==> config.mk <==
export PLATFORM = sky130hd
export DESIGN_NAME = lsu_mem_stage
export DESIGN_NICKNAME = d
export VERILOG_FILES = /design/src/rtl/lsu_mem_stage.sv
export SDC_FILE = /design/constraint.sdc
export NUM_CORES = 1
export LEC_CHECK = 0
export ABC_AREA = 1
export CORE_UTILIZATION = 40
export CTS_BUF_LIST = sky130_fd_sc_hd__clkbuf_4 sky130_fd_sc_hd__clkbuf_8
export DETAILED_ROUTE_END_ITERATION = 12
export PLACE_DENSITY_LB_ADDON = 0.15
export RECOVER_POWER = 100
export SYNTH_ARGS = -nofsm -noshare
export SYNTH_HDL_FRONTEND = slang
export SYNTH_SLANG_ARGS = --single-unit
export TNS_END_PERCENT = 30
==> constraint.sdc <==
create_clock -name clk -period 3.4 [get_ports clk]
set_clock_uncertainty 0.2 [all_clocks]
set_input_delay 0.51 -clock clk [delete_from_list [all_inputs] [get_ports clk]]
set_output_delay 0.51 -clock clk [all_outputs]
set_load 0.005 [all_outputs]
==> src/rtl/lsu_mem_stage.sv <==
// rtl/lsu_mem_stage.sv - memory-stage load/store unit with req/ack data port, lane steering and load extend
// Optional misaligned-access trap: define MISALIGN_TRAP_EN.
module lsu_mem_stage #(
    parameter int ADDR_W   = 32,
    parameter int MAX_WAIT = 16
) (
    input  logic              clk,
    input  logic              rst,
    input  logic              req_valid,
    input  logic              mem_write,
    input  logic [1:0]        store_sz,
    input  logic [2:0]        load_sz,
    input  logic [ADDR_W-1:0] addr,
    input  logic [31:0]       wdata,
    output logic              stall_o,
    output logic              resp_valid,
    output logic [31:0]       rdata_o,
    output logic              misalign_o,
    output logic              bus_err_o,
    output logic              dmem_req,
    output logic              dmem_we,
    output logic [ADDR_W-1:0] dmem_addr,
    output logic [3:0]        dmem_be,
    output logic [31:0]       dmem_wdata,
    input  logic              dmem_ack,
    input  logic [31:0]       dmem_rdata
);

    typedef enum logic [1:0] {
        IDLE = 2'd0,
        REQ  = 2'd1,
        WAIT = 2'd2,
        RESP = 2'd3
    } state_t;

    localparam int CNT_W = (MAX_WAIT > 1) ? $clog2(MAX_WAIT + 1) : 1;

    state_t            state;
    state_t            next_state;
    logic [CNT_W-1:0]  wait_cnt;
    logic [2:0]        load_sz_q;
    logic [1:0]        lane_q;
    logic              mis_q;
    logic              bus_err_q;
    logic [31:0]       rdata_q;

    logic              accept;
    logic              misaligned;
    logic              timeout;
    logic              timeout_hit;
    logic              ack_taken;
    logic [3:0]        be_c;
    logic [31:0]       wdata_c;
    logic [7:0]        byte_sel;
    logic [15:0]       half_sel;
    logic [31:0]       load_ext;

    assign accept      = (state == IDLE) && req_valid;
    assign ack_taken   = ((state == REQ) || (state == WAIT)) && dmem_ack;
    assign timeout     = (MAX_WAIT != 0) && (wait_cnt == CNT_W'(MAX_WAIT - 1));
    assign timeout_hit = (state == WAIT) && !dmem_ack && timeout;

`ifdef MISALIGN_TRAP_EN
    always_comb begin
        misaligned = 1'b0;
        if (mem_write) begin
            case (store_sz)
                2'b00:   misaligned = 1'b0;
                2'b01:   misaligned = addr[0];
                default: misaligned = |addr[1:0];
            endcase
        end else begin
            case (load_sz)
                3'b000, 3'b011: misaligned = 1'b0;
                3'b001, 3'b100: misaligned = addr[0];
                default:        misaligned = |addr[1:0];
            endcase
        end
    end
`else
    assign misaligned = 1'b0;
`endif

    // Loads use the same lane mask as the equivalent store width.
    always_comb begin
        be_c    = 4'b1111;
        wdata_c = wdata;
        if (mem_write) begin
            case (store_sz)
                2'b00: begin
                    be_c    = 4'b0001 << addr[1:0];
                    wdata_c = {4{wdata[7:0]}};
                end
                2'b01: begin
                    be_c    = 4'b0011 << {addr[1], 1'b0};
                    wdata_c = {2{wdata[15:0]}};
                end
                default: be_c = 4'b1111;
            endcase
        end else begin
            case (load_sz)
                3'b000, 3'b011: be_c = 4'b0001 << addr[1:0];
                3'b001, 3'b100: be_c = 4'b0011 << {addr[1], 1'b0};
                default:        be_c = 4'b1111;
            endcase
        end
    end

    always_comb begin
        byte_sel = dmem_rdata[{lane_q, 3'b000} +: 8];
        half_sel = lane_q[1] ? dmem_rdata[31:16] : dmem_rdata[15:0];
        case (load_sz_q)
            3'b000:  load_ext = {{24{byte_sel[7]}}, byte_sel};
            3'b001:  load_ext = {{16{half_sel[15]}}, half_sel};
            3'b011:  load_ext = {24'h0, byte_sel};
            3'b100:  load_ext = {16'h0, half_sel};
            default: load_ext = dmem_rdata;
        endcase
    end

    always_ff @(posedge clk) begin
        if (rst) begin
            state <= IDLE;
        end else begin
            state <= next_state;
        end
    end

    always_comb begin
        next_state = state;
        stall_o    = 1'b0;
        dmem_req   = 1'b0;
        resp_valid = 1'b0;
        misalign_o = 1'b0;
        case (state)
            IDLE: begin
                stall_o = req_valid;
                if (req_valid) begin
                    next_state = misaligned ? RESP : REQ;
                end
            end
            REQ: begin
                stall_o    = 1'b1;
                dmem_req   = 1'b1;
                next_state = dmem_ack ? RESP : WAIT;
            end
            WAIT: begin
                stall_o  = 1'b1;
                dmem_req = 1'b1;
                // An ack on the final allowed cycle wins over the timeout.
                if (dmem_ack) begin
                    next_state = RESP;
                end else if (timeout) begin
                    next_state = IDLE;
                end
            end
            RESP: begin
                resp_valid = 1'b1;
                misalign_o = mis_q;
                next_state = IDLE;
            end
            default: next_state = IDLE;
        endcase
    end

    always_ff @(posedge clk) begin
        if (rst) begin
            dmem_we    <= 1'b0;
            dmem_addr  <= '0;
            dmem_be    <= 4'b0000;
            dmem_wdata <= 32'h0;
            load_sz_q  <= 3'b000;
            lane_q     <= 2'b00;
            mis_q      <= 1'b0;
            wait_cnt   <= '0;
            bus_err_q  <= 1'b0;
            rdata_q    <= 32'h0;
        end else begin
            bus_err_q <= timeout_hit;
            if (accept) begin
                mis_q    <= misaligned;
                wait_cnt <= '0;
                if (!misaligned) begin
                    dmem_we    <= mem_write;
                    dmem_addr  <= {addr[ADDR_W-1:2], 2'b00};
                    dmem_be    <= be_c;
                    dmem_wdata <= wdata_c;
                    load_sz_q  <= load_sz;
                    lane_q     <= addr[1:0];
                end
            end else if (state == WAIT) begin
                wait_cnt <= wait_cnt + 1'b1;
            end
            if (ack_taken && !dmem_we) begin
                rdata_q <= load_ext;
            end
        end
    end

    assign bus_err_o = bus_err_q;
    assign rdata_o   = rdata_q;

endmodule
Word-level counts from Yosys, hierarchy flattened:

Index checks and enable logic that the tools add are counted.

* flip-flop bits (word level): 112
* input port bits: 106
* output and inout port bits: 106
* logic and storage cells: 59

* add/subtract/negate cells: 1
* equal/unequal tests: 13
* shift-type cells: 3
* multiplexer cells: 15
* reduce and logical (&&, ||, !) cells: 17

Operator list (count)
* 32-bit case mux with 4 select lines: 1
* 32-bit case mux with 2 select lines: 1
* 32-bit 2-to-1 mux: 1
* 32-bit by 6-bit variable part select with 8-bit output: 1
* 16-bit 2-to-1 mux: 1
* 4-bit case mux with 2 select lines: 2
* 2-bit case mux with 4 select lines: 1
* 2-bit OR reduction: 4
* 3-bit by 1-bit equality test with 1-bit output (second input constant): 2
* 3-bit by 2-bit equality test with 1-bit output (second input constant): 2
* 3-bit equality test (second input constant): 2
* 3-bit logical NOT: 2
* 2-bit 2-to-1 mux: 3
* 5-bit by 1-bit adder with 5-bit output (second input constant): 1
* 5-bit by 4-bit equality test with 1-bit output (second input constant): 1
* 1-bit logical AND: 5
* 2-bit by 1-bit equality test with 1-bit output (second input constant): 2
* 2-bit equality test (second input constant): 2
* 2-bit logical NOT: 2
* 4-bit 2-to-1 mux: 1
* 1-bit by 2-bit << shifter with 4-bit output (first input constant): 1
* 2-bit by 2-bit << shifter with 4-bit output (first input constant): 1
* 1-bit 2-to-1 mux: 3
* 3-bit inequality test (second input constant): 1
* 5 further kinds: 6

Depth between registers and ports, before layout:

* word-level depth: 4
* gate-level depth with buffers: 11
* gate-level depth less buffers: 10

Worst setup path after synthesis:

No wires, ideal clock.

* path type: register -> output
* start: register state[0]
* end: output stall_o
* arrival: 1.243 ns
* setup slack: 1.447 ns
* cell stages (with the launch flop): 7
* path buffers: 2
* cells stage by stage: dfxtp_1 > inv_1 > ha_1 > nand2_1 > buf_2 > buf_2 > a21oi_1

* longest elaborated chain between the ends: 3

RTL lines
* start: declaration: RTL line 38 `state_t state;`
* start signal: assignment: RTL line 125 `state <= next_state;`
* 2-bit by 1-bit equality test with 1-bit output or 2-bit equality test (tied branches): RTL line 135 `case (state)`
* 2-bit OR reduction (no line)
* 1-bit case mux with 2 select lines (*): RTL line 135
* end: declaration: RTL line 15 `output logic stall_o,`

Mark *: on every way between the ends. The rest lies on a longest branch, timed or not.

Worst setup path after layout:

* start: register state[0]
* end: register lane_q[1]

* longest elaborated chain between the ends: 2

RTL lines
* 2-bit logical NOT: RTL line 58 `assign accept = (state == IDLE) && req_valid;`
* 1-bit logical AND: RTL line 58
* end signal: assignment: RTL line 189 `lane_q <= addr[1:0];`
* end: declaration: RTL line 42 `logic [1:0] lane_q;`

Every way passes these cells.
A chain may end at the register's enable or synchronous reset.

==> reports/results.txt <==
The run finished with clean final reports. Setup repair after global routing left no endpoint under its margin. Once detailed placement completed, the half-perimeter wirelength came to 11,700 um. By count the netlist is led by sky130_fd_sc_hd__nand2_1 (192), sky130_fd_sc_hd__nor2_1 (127), sky130_fd_sc_hd__dfxtp_1 (112).

The run gives 5,817 as the via count. The slowest stage of the critical path belongs to the cell sky130_fd_sc_hd__clkbuf_2. The largest single stage delay on the critical path is 0.97 ns.

Final hold analysis gives a worst-case slack of 0.267 ns. The share of the Yosys chip area taken by registers is 40.4%. In the final layout, flip-flops and latches occupy 2240 um^2.

Of all flip-flops after synthesis, the portion carrying an async set or reset was 0%. Summed over all cells, the static leakage comes to 3.79 nW. In this run the clock root is driven by a sky130_fd_sc_hd__clkbuf_8. Entering global routing, the biggest net connects 69 pins. The H-tree generated during clock tree synthesis spans 3 levels. The final critical path time including I/O delays and setup was 2.84 ns; the maximum ir drop on the vdd rail was 255 uV. The number of antenna diodes in the final layout is 0. Across all setup checks in the final design, the least slack found is 0.556 ns. The initial antenna violation count came out at 0. The post-CTS clock slew at the launch and capture registers of the worst setup and hold paths is 0.11 ns. The critical path goes through inv_1 > ha_1 > nand2_1 > clkbuf_2 > nand2_1 > o22ai_1.

The post-synthesis cell area is 5550 um^2, and the synthesized flop and latch total is 112. The global-route wire length before repair was 26,300 um; the number of flops mapped to enable cells by yosys was 0. In this run, post-CTS hold repair placed 0 buffers.

The number of different library cells used by synthesis comes to 29. Compared with the post-synthesis result, the final layout area differs by 41.3%. Counting the fill cells in the layout gives 1,345. The tools report the post-detailed-route count of antenna-violating nets as 0. The die is 120 um wide. The run gives 421 as the DRC violation total after the first TritonRoute iteration.

Worst hold path class: register to register. Once the clock tree was built, the setup fixing pass inserted 0 buffers. Counting every sink on the clock net gives 112. The multi-input combinational cells in the finished layout cover a total of 2640 um^2. Cells with a size suffix above 1 make up 3.89% of the layout.

The tool flagged a number of max-cap violations equal to 0. The effective utilization at floorplan came out at 41.4%. For the setup TNS, the log shows 0 ns. The total length of routed wires was 16,500 um. sky130_fd_sc_hd__nand2_1 is the most common cell in the netlist. Total count of max-transition violations in the final report: 0. The run gives 0 as the number of gates resized after cts. The tools report the buffer levels on the longest clock path as 2.

Dividing the detail-routed wire length by the instance count gives 13.8 um. Data arrives at the worst endpoint at 2.96 ns. For the worst setup path, the data required time is 3.51 ns. The biggest fanout along the worst timing path works out to 68.

The number of warning messages in the yosys log was 0; the layout net count was 1,135. After technology mapping, the gate count stands at 838. During placement, the flow inserted port buffers numbering 208. The share of Yosys cell area claimed by the top area cell type was 40.4%. Among all flip-flop cells after synthesis, the most frequent one is sky130_fd_sc_hd__dfxtp_1.

The pre-CTS setup slack was 0.804 ns. Most area-hungry cell type in the Yosys netlist: sky130_fd_sc_hd__dfxtp_1. The clock buffer count from CTS was 9. For the worst max-slew margin expressed relative to the limit, the log shows 12.4%.

After global routing the overflow that remains totals 0. For the die outline area, the log shows 14,300 um^2. The run gives 0.39 ns as the clock latency on the worst-skew pair. The number of hold violations in the final report is 0.

The worst setup path is captured at a register. Derived from the worst setup path, the maximum achievable clock frequency is 0.352 GHz. Total power for the finished layout comes to 4.47 mW. In this run the mean area of a mapped cell was 6.62 um^2. The number of top-level pins is 212. Number of placement rows: 42. The die is 120 um tall.

For the pin with the worst max-slew slack, the measured transition is 1.31 ns. For the via count of the first global-routing pass, the log shows 5,359. The worst setup path is of the register to register kind.

The type of element launching the critical path is a register. The remaining routing DRC violations came out at 0. Ratio of final minimum period to clock period: 83.7%. At the end of routability-driven placement, the weighted congestion stood at 0.850.

TritonCTS built the clock tree. The number of optimization iterations in the first detailed-route pass is 5. In this design, the critical path's most frequently occurring cell is sky130_fd_sc_hd__nand2_1. Setup violations remaining at the end of the flow were counted as 0. In this run the standard cell core region covers 13,400 um^2. For this run, the total global-route usage over all layers was measured as 23.2%.

Sorting the synthesized cells by area gives the leading types as sky130_fd_sc_hd__dfxtp_1 (40%), sky130_fd_sc_hd__nand2_1 (13%), sky130_fd_sc_hd__o21ai_0 (9.4%). The via density per instance was 4.84. Power spread over the standard cell area amounts to 570 nW/um^2.
sequential cells by signal (all words and copies together), names as in the netlist:
signal	flops
dmem_wdata	32
dmem_addr	30
lane_q	2
rdata_o	32
wait_cnt	5
bus_err_o	1
load_sz_q	3
dmem_we	1
dmem_be	4
state	2
worst paths after layout:
| kind | from | endpoint | slack (ns) | cells past startpoint |
|---|---|---|---|---|
| worst max-delay path | state[0] | lane_q[1] | 0.56 | 6 |
| worst min register to register | dmem_wdata[17] | dmem_wdata[17] | 0.27 | 2 |
| worst min-delay path | dmem_wdata[17] | dmem_wdata[17] | 0.27 | 2 |
| worst max register to register | state[0] | lane_q[1] | 0.56 | 6 |
report_power, final:
part | leakage [nW] | internal (mW) | switching, mW
registers | 0.921 | 1.61 | 0.170
logic | 2.76 | 0.841 | 0.975
clock network | 0.109 | 0.358 | 0.510
total | 3.79 | 2.81 | 1.65
cell families after synthesis:
group                    after synthesis  synth area share (%)
AO/OA/AOI/OAI                        206                  19.8
adder cells (fa/ha/maj)                7                  1.58
flip-flops                           112                  40.4
buffers and inverters                147                  11.4
AND/OR/NAND/NOR                      365                  26.7
other                                  1                0.0676
layout by cell type, fill, tap and decap left out, types with 3 or more instances in the layout:
cell and n:
sky130_fd_sc_hd__nand2_1 192, sky130_fd_sc_hd__nor2_1 127, sky130_fd_sc_hd__o21ai_0 112, sky130_fd_sc_hd__dfxtp_1 112, sky130_fd_sc_hd__clkdlybuf4s50_1 104, sky130_fd_sc_hd__dlygate4sd3_1 104
sky130_fd_sc_hd__inv_1 94, sky130_fd_sc_hd__a21oi_1 77, sky130_fd_sc_hd__nand3_1 26, sky130_fd_sc_hd__clkbuf_8 9, sky130_fd_sc_hd__nor3_1 8, sky130_fd_sc_hd__o211ai_1 8
sky130_fd_sc_hd__ha_1 7, sky130_fd_sc_hd__buf_4 6, sky130_fd_sc_hd__nand2_2 4, sky130_fd_sc_hd__o22ai_1 4, sky130_fd_sc_hd__nor2_2 3, sky130_fd_sc_hd__inv_6 3
sky130_fd_sc_hd__conb_1 3, sky130_fd_sc_hd__clkbuf_1 3
final cells by class:
class | instances | share of cell area [%]
clock buffers | 9 | 1.58
inverters | 99 | 4.81
well taps | 176 | 2.81
multi-input cells | 581 | 33.6
clock inverters | 7 | 1.13
repair buffers | 219 | 27.4
flip-flops and latches | 112 | 28.6
through the flow:
step | util (%) | cells | instance area (um^2)
floorplan | - | 840 | 5550
global placement | 57.3 | 1187 | 7680
detailed placement | 57.3 | 1187 | 7680
CTS | 58.9 | 1203 | 7900
global route | 58.5 | 1203 | 7840
finish | 58.5 | 1203 | 7840
routing by layer:
layer | wire length [um] | global-route usage, % | up-vias
met5 | 0 | 0 | -
met4 | 234 | 7.42 | 0
met3 | 1340 | 6.70 | 13
met2 | 7670 | 39.5 | 207
met1 | 7300 | 28.1 | 2574
li1 | - | - | 3023
worst max-delay path: cells and delay by family (launching register included):
family	cells	cell delay, ns
AO/OA/AOI/OAI	1	0.28
buffers and inverters	2	1.08
flip-flops	1	0.39
adder cells (fa/ha/maj)	1	0.22
AND/OR/NAND/NOR	2	0.59
(Power assumes the default switching activity.)
